## config.mk

```make
export PLATFORM = sky130hd
export DESIGN_NAME = bg_pixel_fifo
export DESIGN_NICKNAME = d
export VERILOG_FILES = /design/src/rtl/bg_pixel_fifo.sv
export SDC_FILE = /design/constraint.sdc
export NUM_CORES = 1
export LEC_CHECK = 0
export ABC_AREA = 0
export ABC_CLOCK_PERIOD_IN_PS = 4200
export BUFFER_PORTS_ARGS = -buffer_cell sky130_fd_sc_hd__buf_2
export CORE_ASPECT_RATIO = 1.5
export CORE_MARGIN = 4
export CORE_UTILIZATION = 57
export CTS_CLUSTER_DIAMETER = 40
export DETAILED_ROUTE_END_ITERATION = 7
export MAX_ROUTING_LAYER = met4
export PLACE_DENSITY_LB_ADDON = 0.05
export SYNTH_ARGS = -nofsm -noshare
export SYNTH_HDL_FRONTEND = slang
export SYNTH_SLANG_ARGS = --single-unit
```

## constraint.sdc

```tcl
create_clock -name clk -period 4.2 [get_ports clk]
set_clock_uncertainty 0.15 [all_clocks]
set_input_delay 0.42 -clock clk [delete_from_list [all_inputs] [get_ports clk]]
set_output_delay 0.42 -clock clk [all_outputs]
set_load 0.05 [all_outputs]
```

## src/rtl/bg_pixel_fifo.sv

```systemverilog
// Background pixel FIFO/shifter between the tile fetcher and the LCD writer.
// Optional define PPU_BG_ENABLE_EN adds lcdc0, which blanks background shades when low.
module bg_pixel_fifo #(
    parameter int DEPTH      = 16,
    parameter int LINE_WIDTH = 160
) (
    input  logic                     clk,
    input  logic                     reset,
    input  logic                     line_start,
    input  logic                     mode3,
    input  logic                     flush,
    input  logic [2:0]               scx_fine,
    input  logic [7:0]               bgp,
    input  logic                     write_en,
    input  logic [7:0][12:0]         write_data,
`ifdef PPU_BG_ENABLE_EN
    input  logic                     lcdc0,
`endif
    output logic                     empty,
    output logic [$clog2(DEPTH):0]   count,
    output logic                     pixel_valid,
    output logic [7:0]               pixel_x,
    output logic [1:0]               pixel_shade,
    output logic                     line_done,
    output logic                     overflow
);

    localparam int PTR_W = $clog2(DEPTH);
    localparam int CNT_W = PTR_W + 1;

    // Only the 2-bit color index reaches the shade lookup, so only it is stored.
    logic [1:0]       mem_r [DEPTH];
    logic [PTR_W-1:0] wr_ptr_r;
    logic [PTR_W-1:0] rd_ptr_r;
    logic [CNT_W-1:0] count_r;
    logic [2:0]       discard_r;
    logic             done_r;
    logic [7:0]       pixel_x_r;
    logic             pixel_valid_r;
    logic [1:0]       pixel_shade_r;
    logic             line_done_r;
    logic             overflow_r;

    logic             clear_s;
    logic             push_ok_s;
    logic             drop_s;
    logic             pop_s;
    logic             emit_s;
    logic             last_s;
    logic [7:0]       col_next_s;
    logic [PTR_W-1:0] wr_base_s;
    logic [CNT_W-1:0] count_next_s;
    logic [1:0]       color_s;
    logic [1:0]       shade_s;
    logic             unused_s;

    assign unused_s = ^write_data;

    // Push/pop qualification; flush and line_start clear before an accompanying push lands.
    always_comb begin
        clear_s   = flush | line_start;
        push_ok_s = 1'b0;
        drop_s    = 1'b0;
        if (!write_en) begin
            push_ok_s = 1'b0;
        end else if (clear_s) begin
            push_ok_s = 1'b1;
        end else if (count_r <= CNT_W'(DEPTH - 8)) begin
            push_ok_s = 1'b1;
        end else begin
            drop_s = 1'b1;
        end
        pop_s  = mode3 & ~done_r & (count_r != '0) & ~clear_s;
        emit_s = pop_s & (discard_r == 3'd0);
    end

    // Column of the next emitted pixel: advances after each shown pixel, parks on the last one.
    always_comb begin
        if (pixel_valid_r && (pixel_x_r != 8'(LINE_WIDTH - 1))) begin
            col_next_s = pixel_x_r + 8'd1;
        end else begin
            col_next_s = pixel_x_r;
        end
        last_s = emit_s & (col_next_s == 8'(LINE_WIDTH - 1));
    end

    // Next occupancy and write base, folding in any same-cycle clear.
    always_comb begin
        if (clear_s) begin
            wr_base_s    = '0;
            count_next_s = '0;
        end else begin
            wr_base_s    = wr_ptr_r;
            count_next_s = count_r;
        end
        if (push_ok_s) begin
            count_next_s = count_next_s + CNT_W'(8);
        end else begin
            count_next_s = count_next_s;
        end
        if (pop_s) begin
            count_next_s = count_next_s - CNT_W'(1);
        end else begin
            count_next_s = count_next_s;
        end
    end

    // BGP lookup of the entry at the read pointer.
    always_comb begin
        color_s = mem_r[rd_ptr_r];
        case (color_s)
            2'd0:    shade_s = bgp[1:0];
            2'd1:    shade_s = bgp[3:2];
            2'd2:    shade_s = bgp[5:4];
            2'd3:    shade_s = bgp[7:6];
            default: shade_s = 2'b00;
        endcase
`ifdef PPU_BG_ENABLE_EN
        if (!lcdc0) begin
            shade_s = 2'b00;
        end else begin
            shade_s = shade_s;
        end
`endif
    end

    // Pixel storage: eight consecutive slots per accepted push.
    always_ff @(posedge clk) begin
        if (push_ok_s) begin
            for (int i = 0; i < 8; i++) begin
                mem_r[wr_base_s + PTR_W'(i)] <= write_data[i][1:0];
            end
        end
    end

    // Pointers, occupancy, scroll discard and line progress.
    always_ff @(posedge clk or posedge reset) begin
        if (reset) begin
            wr_ptr_r  <= '0;
            rd_ptr_r  <= '0;
            count_r   <= '0;
            discard_r <= 3'd0;
            done_r    <= 1'b0;
            pixel_x_r <= 8'd0;
        end else begin
            wr_ptr_r <= push_ok_s ? (wr_base_s + PTR_W'(8)) : wr_base_s;
            count_r  <= count_next_s;
            if (clear_s) begin
                rd_ptr_r <= '0;
            end else if (pop_s) begin
                rd_ptr_r <= rd_ptr_r + PTR_W'(1);
            end
            if (line_start) begin
                discard_r <= scx_fine;
                done_r    <= 1'b0;
                pixel_x_r <= 8'd0;
            end else begin
                if (pop_s && (discard_r != 3'd0)) begin
                    discard_r <= discard_r - 3'd1;
                end
                if (last_s) begin
                    done_r <= 1'b1;
                end
                pixel_x_r <= col_next_s;
            end
        end
    end

    // Registered pixel outputs and status flags.
    always_ff @(posedge clk or posedge reset) begin
        if (reset) begin
            pixel_valid_r <= 1'b0;
            pixel_shade_r <= 2'b00;
            line_done_r   <= 1'b0;
            overflow_r    <= 1'b0;
        end else begin
            pixel_valid_r <= emit_s;
            line_done_r   <= last_s;
            if (emit_s) begin
                pixel_shade_r <= shade_s;
            end
            if (line_start) begin
                overflow_r <= 1'b0;
            end else if (drop_s) begin
                overflow_r <= 1'b1;
            end
        end
    end

    assign empty       = (count_r == '0);
    assign count       = count_r;
    assign pixel_valid = pixel_valid_r;
    assign pixel_x     = pixel_x_r;
    assign pixel_shade = pixel_shade_r;
    assign line_done   = line_done_r;
    assign overflow    = overflow_r;

endmodule
```

==> reports/qor.txt <==
Postcts setup bufs = 0
Static leakage = 2.85 nW
Initial DRC Count = 1,726
Clock transition at path regs = 70 ps
Post-synthesis area per instance = 7.89 um^2
Final hold vios = 0
Placed Instances = 1,057
CORE AREA = 12,000 um^2
H-Tree Depth = 3
Post-Syn Area = 7020 um^2
Sequential-to-total area share from yosys stat = 24.4%
Worst-Skew Late Latency = 350 ps
Ys flop type = edfxtp_1
Final slew viol count = 0
Syn_nets = 1,021
Area grow syn2layout = 10.6%
Crit path required time = 4130 ps
Setup-failing EPs final = 0
Hold_buf cts = 0
Gr ovfl total = 0
CTS Buffer Depth = 2
Crit. End Element = flop
Slowest stage cell, crit path = dfrtp_1
Tcrit/Tclk final = 90.6%
Routed WL per cell = 32.6 um
Max stage delay on crit path = 740 ps
VDD IR max = 198 uV
Mapped Cells = 890
Antenna cells = 0
Post-synth ARST share = 48.4%
Critical-path cell list = nand2_1, inv_1, ha_1, and3b_1, nor2_1, o211ai_1, mux2_2, a2111oi_0, nor3_1
Register bit total from synthesis = 62
Clock root buffer = clkbuf_16
Worst Path Arrival = 3740 ps
First drt pass iteration count = 8
Overall power = 2.09 mW
Vias = 8,860
Status = finished with violations
Max-cap violations = 0
HPWL Detailed = 23.7 mm
PwrDens = 269 nW/um^2
Initial Utilization = 58.4%
Synth unique cells = 90
Unrepaired setup endpoints after global routing = no
Post-synth top area share = 13.7%
Crit path time final = 3800 ps
Clk sinks = 62
TritonCTS buffer count = 9
Slew HR = 24.9%
CP Max Fanout = 17
Rows = 49
CTS resizes = 0
Layout cell share with drive strength beyond 1 = 18.2%
Final std cells w/o fill = 1,073
Initial antenna violation count = 0
# IOs = 140
Largest net degree at the start of global routing = 31
Main area contributors after synthesis = edfxtp_1 14%, dfrtp_1 11%, nand2_1 4.5%
PortBufs = 51
Post-route DRC = 12
TNS Setup = 0 ps
Post-Route WL = 35.0 mm
Violated checks = design-rule violations
Vias in the first global route = 8,558
Ys Warns = 0
Routability cong. = 1.18
Global-route wire length before repair = 50.9 mm
Worst Setup Start Kind = flop
CP Class = flop to flop
EDFF count, synth = 32
Vias per cell = 8.26
Most instantiated cells after synthesis = 84 x nand2_1, 65 x nor2_1, 57 x a21oi_1
Final nets = 1,046
Most numerous cell in the Yosys netlist = nand2_1
Routed Antenna Nets = 0
CTS tree = built
Die height = 144 um
Area leader, netlist = edfxtp_1
Fmax = 263 MHz
Worst hold-check path type = input port to flop
Worst slew pin tran = 1130 ps
Die ar. = 14,200 um^2
Total track usage = 49.8%
Die width = 98.6 um
Finished Core Util = 64.6%
[cell families (layout without fill, tap and decap cells)]
| kind of cell | count (synthesis) | after routing | synth area share [%] |
|---|---|---|---|
| buf+inv | 104 | 134 | 6.42 |
| mux | 44 | 44 | 8.06 |
| flops | 62 | 62 | 24.4 |
| compound gates | 289 | 289 | 29.7 |
| simple gates | 367 | 367 | 28.0 |
| xor+xnor | 14 | 14 | 1.75 |
| fa+ha+maj | 10 | 10 | 1.78 |
[power breakdown]
part	internal (mW)	switching (mW)
combinational	0.160	0.406
clock	0.495	0.310
sequential	0.686	0.0301
total	1.34	0.746
[routing by layer]
metal	up-vias	GRT usage (%)	wire, um
met1	3998	54.6	11000
met3	374	15.3	5230
li1	3535	-	-
met4	0	38.9	3730
met5	-	-	0
met2	953	74.7	15000
[stage by stage]
| step | setup WS (ps) | hold WS, ps | instance area [um^2] |
|---|---|---|---|
| 4_1_cts | 640 | 141 | 7760 |
| 3_3_place_gp | 525 | 331 | 7450 |
| 5_1_grt | 275 | 164 | 7760 |
| 3_5_place_dp | 502 | 334 | 7450 |
| 6_report | 395 | 145 | 7760 |
| 2_1_floorplan | 762 | 314 | 7020 |
[sequential cells by signal, summed over array words and instances (netlist names)]
name / count
count: 5
discard_r: 3
done_r: 1
line_done: 1
mem_r: 32
overflow: 1
pixel_shade: 2
pixel_valid: 1
pixel_x: 8
rd_ptr_r: 4
wr_ptr_r: 4
[worst max-delay path: cells and delay by family (launching register included)]
family / cells / cell delay [ps]
buffers and inverters: 1 / 180
AND/OR/NAND/NOR: 4 / 720
AO/OA/AOI/OAI: 2 / 1050
flip-flops: 1 / 740
adder cells (fa/ha/maj): 1 / 290
multiplexers: 1 / 410
[final timing paths]
| path | endpoint | start | cells past startpoint | slack, ps |
|---|---|---|---|---|
| max reg2reg | mem_r[2][1]$_DFFE_PP_ | wr_ptr_r[1]$_DFF_PP0_ | 9 | 400 |
| max in group asynchronous | pixel_x[6]$_DFF_PP0_ | reset | 2 | 2990 |
| min in group asynchronous | count[1]$_DFF_PP0_ | reset | 2 | 220 |
| min reg2reg | done_r$_DFFE_PP0P_ | done_r$_DFFE_PP0P_ | 1 | 350 |
| max | mem_r[2][1]$_DFFE_PP_ | wr_ptr_r[1]$_DFF_PP0_ | 9 | 400 |
| min | discard_r[0]$_DFFE_PP0P_ | scx_fine[0] | 3 | 150 |
[placed cells by master, fill, tap and decap left out, drive strengths merged, types with 10 or more instances in the layout]
master	Yosys	final
a21oi	59	59
nor3	50	50
nand4	19	19
o22ai	11	11
o211ai	13	13
clkbuf	48	11
o221ai	15	15
mux2i	25	25
dfrtp	30	30
mux2	10	10
o21ai	55	55
ha	10	10
edfxtp	32	32
a211oi	17	17
nor2	68	68
or3	18	18
inv	21	21
nand3	40	40
nand2	84	84
buf	35	97
nor4	24	24
[area by class of cell]
cell class	instances	area (um^2)
tap	153	191
clock inverter	5	56.3
sequential	62	1710
fill	1057	4260
inverter	21	78.8
multi-input combinational	724	4870
timing repair buffer	97	601
clock buffer	11	254
Power figures use the tool's default switching activity.
